===== config.mk =====
export PLATFORM = sky130hd
export DESIGN_NAME = sync_fifo_ext
export DESIGN_NICKNAME = d
export VERILOG_FILES = /design/src/rtl/sync_fifo_ext.sv
export SDC_FILE = /design/constraint.sdc
export NUM_CORES = 1
export LEC_CHECK = 0
export CAP_MARGIN = 10
export CORE_ASPECT_RATIO = 1.1
export CORE_MARGIN = 1.5
export CORE_UTILIZATION = 59
export CTS_CLUSTER_DIAMETER = 60
export DETAILED_ROUTE_END_ITERATION = 12
export HOLD_SLACK_MARGIN = 0.1
export PLACE_DENSITY = 0.81
export SLEW_MARGIN = 5
export SYNTH_ARGS = -nofsm -noshare
export SYNTH_HDL_FRONTEND = slang
export SYNTH_SLANG_ARGS = --single-unit

===== constraint.sdc =====
create_clock -name clk -period 3.38 [get_ports clk]
set_clock_uncertainty 0.05 [all_clocks]
set_input_delay 0.845 -clock clk [delete_from_list [all_inputs] [get_ports clk]]
set_output_delay 0.845 -clock clk [all_outputs]
set_load 0.1 [all_outputs]

===== src/rtl/sync_fifo_ext.sv =====
// Single-clock FIFO with registered or first-word-fall-through read, exact
// occupancy, programmable almost-full/almost-empty thresholds and sticky error flags.
module sync_fifo_ext #(
  parameter int unsigned WIDTH     = 8,
  parameter int unsigned PTR       = 4,
  parameter int unsigned DEPTH     = 16,
  parameter int unsigned AFULL_TH  = 12,
  parameter int unsigned AEMPTY_TH = 2,
  parameter int unsigned FWFT      = 0
) (
  input  logic             clk,
  input  logic             reset_,
  input  logic             wren,
  input  logic [WIDTH-1:0] datain,
  input  logic             rden,
  input  logic             clr_err,
  output logic [WIDTH-1:0] dataout,
  output logic             wrfull,
  output logic             rdempty,
  output logic             almost_full,
  output logic             almost_empty,
  output logic [PTR:0]     usedw,
  output logic             ovf,
  output logic             udf
);

  localparam int unsigned UW = PTR + 1;

  logic [WIDTH-1:0] mem_q [DEPTH];
  logic [WIDTH-1:0] mem_d [DEPTH];
  logic [PTR-1:0]   wr_ptr_q, wr_ptr_d;
  logic [PTR-1:0]   rd_ptr_q, rd_ptr_d;
  logic [UW-1:0]    usedw_q, usedw_d;
  logic             ovf_q, ovf_d;
  logic             udf_q, udf_d;
  logic [WIDTH-1:0] dataout_q, dataout_d;
  logic             rd_acc, wr_acc;

  // All status flags decode the registered occupancy only.
  assign wrfull       = (usedw_q == UW'(DEPTH));
  assign rdempty      = (usedw_q == '0);
  assign almost_full  = (usedw_q >= UW'(AFULL_TH));
  assign almost_empty = (usedw_q <= UW'(AEMPTY_TH));
  assign usedw        = usedw_q;
  assign ovf          = ovf_q;
  assign udf          = udf_q;
  assign dataout      = dataout_q;

  always_comb begin
    mem_d     = mem_q;
    wr_ptr_d  = wr_ptr_q;
    rd_ptr_d  = rd_ptr_q;
    dataout_d = dataout_q;

    rd_acc = rden & ~rdempty;
    wr_acc = wren & (~wrfull | rd_acc);

    if (wr_acc) begin
      mem_d[wr_ptr_q] = datain;
      wr_ptr_d        = wr_ptr_q + PTR'(1);
    end
    if (rd_acc) begin
      rd_ptr_d = rd_ptr_q + PTR'(1);
    end

    usedw_d = usedw_q + UW'(wr_acc) - UW'(rd_acc);

    // Error set takes priority over clear in the same cycle.
    ovf_d = (wren & ~wr_acc) | (ovf_q & ~clr_err);
    udf_d = (rden & ~rd_acc) | (udf_q & ~clr_err);

    // FWFT presents the next head (including a word written this edge); when the
    // FIFO drains, the last popped word is held. Full-rate read+write never aliases
    // because the head has already advanced past the rewritten slot.
    if (FWFT != 0) begin
      if (usedw_d != '0) begin
        dataout_d = mem_d[rd_ptr_d];
      end
    end else if (rd_acc) begin
      dataout_d = mem_q[rd_ptr_q];
    end
  end

  always_ff @(posedge clk) begin
    if (!reset_) begin
      wr_ptr_q  <= '0;
      rd_ptr_q  <= '0;
      usedw_q   <= '0;
      ovf_q     <= 1'b0;
      udf_q     <= 1'b0;
      dataout_q <= '0;
    end else begin
      wr_ptr_q  <= wr_ptr_d;
      rd_ptr_q  <= rd_ptr_d;
      usedw_q   <= usedw_d;
      ovf_q     <= ovf_d;
      udf_q     <= udf_d;
      dataout_q <= dataout_d;
    end
  end

  // Storage is not reset, but a reset cycle must not write.
  always_ff @(posedge clk) begin
    if (reset_) begin
      mem_q <= mem_d;
    end
  end

endmodule


; ---- Word level (Yosys, flattened, before mapping)
; Cells that the tools add are included.
; W data, S select, Z words.
[classes]
reduce_logical = 3
n_eq_ne = 1
magnitude_cmp = 5
addsub = 4
bitwise = 16
muxes = 6
[op_table]
columns = operator, count
row1 = $bwmux W128, 1
row2 = $bmux W8 S4, 1
row3 = $demux W8 S4, 1
row4 = $mux W8, 3
row5 = $ge A5 B5 Y1 const B, 2
row6 = $not A4 Y5, 2
row7 = $add A4 B1 Y4 const B, 2
row8 = $and A1 B1 Y1, 6
row9 = $add A5 B1 Y5, 1
row10 = $eq A5 B5 Y1 const B, 1
row11 = $ge A5 B4 Y1 const B, 1
row12 = $le A5 B2 Y1 const B, 1
row13 = $logic_not A5 Y1, 1
row14 = $lt A5 B1 Y1 const B, 1
row15 = $not A1 Y1, 5
row16 = $sub A5 B1 Y5, 1
row17 = $or A1 B1 Y1, 3
row18 = $reduce_and A2 Y1, 1
row19 = $logic_and A1 B1 Y1, 1
[totals]
register_bits = 151
word_cells = 57
output_inout_bits = 19
inputBits = 13

; ---- Logic depth before layout (Yosys ltp)
[logic_depth]
depth_word = 8
depth_mapped = 14
ltp_nobuf = 13

; ---- Worst setup path before layout
; No wires, ideal clock.
[synth_path]
path_kind = reg2reg
startpoint = reg usedw_q[2] (netlist: usedw[2])
endpoint = reg usedw_q[4] (netlist: usedw[4])
path_buffers = 1
slack_ns = -0.094
stages_incl_launch_ff = 15
required_ns = 3.260
arrival_ns = 3.354
period_less_slack_ns = 3.474
setup_ns = 0.070
cell_sequence = dfxtp_1 -> inv_1 -> ha_1 -> nand4bb_1 -> o21a_1 -> buf_2 -> inv_1 -> ha_1 -> inv_1 -> ha_1 -> fa_1 -> nand2b_1 -> a21oi_1 -> or3_1 -> a21oi_1
[synth_via]
elab_chain_cells = 7
word_cells_on_any_way = 9
cone_classes = add/sub: 2 / eq/ne: 1 / bitwise: 5 / reduce/logical: 1
[synth_lines]
columns = element, line_no
row1 = from (decl), 33  ; logic [UW-1:0] usedw_q, usedw_d;
row2 = from (signal assigned), 95  ; usedw_q <= usedw_d;
row3 = $logic_not A5 Y1, 41  ; assign rdempty = (usedw_q == '0);
row4 = $not A1 Y1, 55  ; rd_acc = rden & ~rdempty;
row5 = $and A1 B1 Y1, 55
row6 = $or A1 B1 Y1, 56  ; wr_acc = wren & (~wrfull | rd_acc);
row7 = $and A1 B1 Y1, 56
row8 = $add A5 B1 Y5, 66  ; usedw_d = usedw_q + UW'(wr_acc) - UW'(rd_acc);
row9 = $sub A5 B1 Y5 (*), 66
; Mark *: on every way between the ends. The rest lies on a longest branch, timed or not.
; A chain may end at the register's enable or synchronous reset.

; ---- Worst setup path in the final report
[layout_path]
startpoint = reg usedw_q[2] (netlist: usedw[2])
endpoint = reg usedw_q[4] (netlist: usedw[4])
[layout_via]
elab_chain_cells = 7
word_cells_on_any_way = 9
cone_classes = add/sub: 2 / eq/ne: 1 / bitwise: 5 / reduce/logical: 1
[layout_lines]
columns = element, line_no
row1 = $logic_not A5 Y1 (*), 41
row2 = $not A1 Y1 (*), 55
row3 = $and A1 B1 Y1 (*), 55
row4 = net rd_acc, 37  ; logic rd_acc, wr_acc;
row5 = $or A1 B1 Y1, 56
row6 = $and A1 B1 Y1, 56
row7 = $add A5 B1 Y5, 66
row8 = $sub A5 B1 Y5 (*), 66
; Mark *: on every way through the listed nets, which the timed path passes. The rest lies on a longest branch.

==> reports/results.md <==
• run status: finished, final reports clean
• maximum number of pins on one net before global-route repair: 36
• number of hold violations in the final report: 0
• reported leakage power: 2.57 nW
• area share of fa/ha/maj cells after synthesis: 3.34%
• area fraction in and, or, nand and nor cells after synthesis: 4.97%
• initial antenna violation count: 0
• number of port buffers: 31
• logic depth of the worst setup path including buffers: 13
• number of buffers inserted during clock tree synthesis: 17
• average routed wire per standard cell: 21.8 um
• number of pins with negative max-slew slack in the final report: 0
• Post-CTS Resized: 0
• Die Ht: 111 um
• num rows: 39
• final setup violation count: 0
• max-cap violation count: 0
• fill cell total of the finished layout: 608
• critical path arrival: 3280 ps
• post-synthesis xor/xnor area fraction: 0.846%
• Longest Clk Path Bufs: 2
• post-route total power: 0.00566 W
• number of storage elements in the synthesis netlist: 151
• count of buffers added by post-CTS timing repair for setup: 0
• CTS H-Tree Depth: 4
• largest family of logic cells by synthesized area: multiplexers
• Compound-Gate Fraction of Synth Area: 2.68%
• leading cell types by total area after synthesis: sky130_fd_sc_hd__edfxtp_1, sky130_fd_sc_hd__mux4_1, sky130_fd_sc_hd__dfxtp_1
• root cell of the clock tree: sky130_fd_sc_hd__clkbuf_16
• cell with the biggest individual delay on the critical path: sky130_fd_sc_hd__or4b_4
• hold-critical path depth: 2
• setup TNS: 0 ps
• clock latency on the worst-skew pair: 420 ps
• post-synthesis mux area share: 16.0%
• hold crit path type: reg -> reg
• full die area: 11200 sq um
• ordered list of cells on the worst path: inv_1 > ha_1 > or4b_4 > nand2_2 > inv_2 > ha_1 > inv_1 > ha_1 > fa_1 > nand2b_1 > a21oi_1 > or3_1 > a21oi_1
• ratio of total power to cell area: 773 nW/um^2
• fmax: 336 MHz
• Post-Synthesis Mean Instance Area: 18.3 sq um
• placer congestion estimate: 0.739
• number of vias per cell after detailed routing: 5.83
• Overall Global Routing Usage: 23.5%
• largest fanout on the critical path: 5
• number of optimization iterations in the first detailed-route pass: 4
• antenna-violating nets left: 0
• final core utilization: 71.1%
• transition at the pin with the smallest max-transition slack: 645 ps
• starting density of the core: 60.4%
• Data required, critical path: 3690 ps
• main flop type after synthesis: sky130_fd_sc_hd__edfxtp_1
• fin crit period: 2980 ps
• total gr overflow: 0
• 1st-iter DRT viols: 223
• synthesized netlist net count: 369
• fraction of layout cells with a size suffix above 1: 21.1%
• clock-pin slew of the registers on the worst-case setup and hold paths: 70 ps
• post-route DRC violation count: 0
• vias in the first global route: 3431
• count of flip-flops with a built-in enable after synthesis: 128
• final HPWL from detailed placement: 7170 um
• endpoint type of the worst setup path: flip-flop
• Via Count: 3210
• ant diodes: 0
• Top Family by Delay on Critical Path: adder cells
• Largest stage delay, worst path: 500 ps
• instance count of the mapped netlist: 340
• buffering stage count on the worst path with inverters included: 3
• Std-Cell Core Area: 10300 sq um
• Critical Path Source Type: flip-flop
• RSZ-0062 raised after global routing: false
• IO Count: 32
• Die X: 101 um
• sequential share of the synthesized area: 69.3%
• share of the cycle needed by the critical path after routing: 88.0%
• cell type with the largest total area after synthesis: sky130_fd_sc_hd__edfxtp_1
• CTS hold repair buffers: 0
• library cell appearing most often on the critical path: sky130_fd_sc_hd__ha_1
• total wire length: 12000 um
• count of warnings emitted by yosys: 0
• maximum resistive drop on vdd: 0.639 mV
• share of Yosys cell area claimed by the top area cell type: 61.8%
• startpoint-to-endpoint class of the critical path: reg -> reg
• Area Growth Syn to Fin: 17.8%
• Netlist cell types: 39
• global-route wire length before repair: 18500 um
• number of sinks driven by the clock tree: 151
• total number of nets in the final design: 424
• asr flop ratio synth: 0%
• Reg2Reg Depth: 13
• CTS tree: built
• cell area after technology mapping: 6210 sq um
• Worst slew margin: 56.9%
flip-flops by register name (all words and copies together), names as in the netlist:
| name | cells |
|---|---|
| ovf | 1 |
| udf | 1 |
| wr_ptr_q | 4 |
| mem_q | 128 |
| rd_ptr_q | 4 |
| dataout | 8 |
| usedw | 5 |
synth_stat cells, types with 2 or more instances:
master and number:
sky130_fd_sc_hd__dfxtp_1 23, sky130_fd_sc_hd__xnor2_1 2, sky130_fd_sc_hd__nand2b_1 3, sky130_fd_sc_hd__inv_1 13, sky130_fd_sc_hd__o21ai_0 2, sky130_fd_sc_hd__buf_2 7
sky130_fd_sc_hd__o221ai_1 8, sky130_fd_sc_hd__edfxtp_1 128, sky130_fd_sc_hd__nand2_1 4, sky130_fd_sc_hd__or3_1 3, sky130_fd_sc_hd__mux2i_1 17, sky130_fd_sc_hd__ha_1 15
sky130_fd_sc_hd__nand3_1 14, sky130_fd_sc_hd__and2_1 2, sky130_fd_sc_hd__xor2_1 4, sky130_fd_sc_hd__a21oi_1 8, sky130_fd_sc_hd__nor2b_1 2, sky130_fd_sc_hd__clkbuf_1 3
sky130_fd_sc_hd__buf_6 2, sky130_fd_sc_hd__mux4_2 5, sky130_fd_sc_hd__nor3_1 4, sky130_fd_sc_hd__mux4_1 27, sky130_fd_sc_hd__buf_4 3, sky130_fd_sc_hd__nor2_1 25
sky130_fd_sc_hd__o21a_1 2
worst min-delay path: cells and delay by family (launching register included):
kind	cells	cell delay, ps
flip-flops	1	340
AND/OR/NAND/NOR	1	80
AO/OA/AOI/OAI	1	70
through the flow:
| stage | std cells | hold WS (ps) | area (sq um) | setup slack, ps |
|---|---|---|---|---|
| after floorplan | 340 | 433 | 6220 | 203 |
| after global placement | 519 | 435 | 6700 | 163 |
| after detailed placement | 519 | 438 | 6700 | 44.2 |
| after CTS | 551 | 467 | 7320 | 415 |
| after global routing | 551 | 496 | 7320 | 234 |
| final | 551 | 470 | 7320 | 405 |
power breakdown:
group          leakage, nW  total (W)  internal (W)  switching (W)
registers             1.34    0.00218       0.00211      0.0000661
logic                0.914    0.00156      0.000476        0.00109
clock network        0.310    0.00192       0.00118       0.000739
total                 2.57    0.00566       0.00377        0.00189
path summary, 6_finish.rpt:
path	startpoint	slack, ps	endpoint
setup / recovery	usedw[2]	400	usedw[4]
hold / removal	dataout[1]	470	dataout[1]
setup reg to reg	usedw[2]	400	usedw[4]
hold reg to reg	dataout[1]	470	dataout[1]
cells in the final DEF, fill, tap and decap left out, drive strengths merged:
cell type,count
a21oi,8
and3,1
mux4,32
nor2b,2
a31o,1
or4b,1
bufinv,1
clkbuf,22
clkinv,2
a221o,1
or3,3
o21ai,3
nand4bb,1
mux2i,17
o211ai,1
and2,2
o21a,2
o221ai,8
nor3,4
nand3,15
nand2b,3
nor2,25
edfxtp,128
xor2,4
buf,42
xnor2,2
dfxtp,23
fa,1
inv,21
clkdlybuf4s50,12
ha,15
nand2,5
cell families after synthesis:
| family | Yosys count |
|---|---|
| flip-flops | 151 |
| AND/OR/NAND/NOR | 62 |
| multiplexers | 49 |
| buffers and inverters | 32 |
| AO/OA/AOI/OAI | 24 |
| adder cells (fa/ha/maj) | 16 |
| XOR/XNOR | 6 |
layer usage:
metal	GRT usage (%)	part of all wire, %
met4	9.67	2.3
met1	27.7	38
met5	0	0
met2	41.3	55
met3	5.13	4.9
layout make-up:
class                   count  area, sq um  area share [%]
multi-input cells         157         1730            23.6
inverters                  14         52.6           0.718
flip-flops and latches    151         4310            58.8
clock buffers              22          518            7.08
clock inverters            10          100            1.37
repair buffers             54          435            5.95
well taps                 143          179            2.44
No activity file was read; power rests on OpenSTA's default activity.
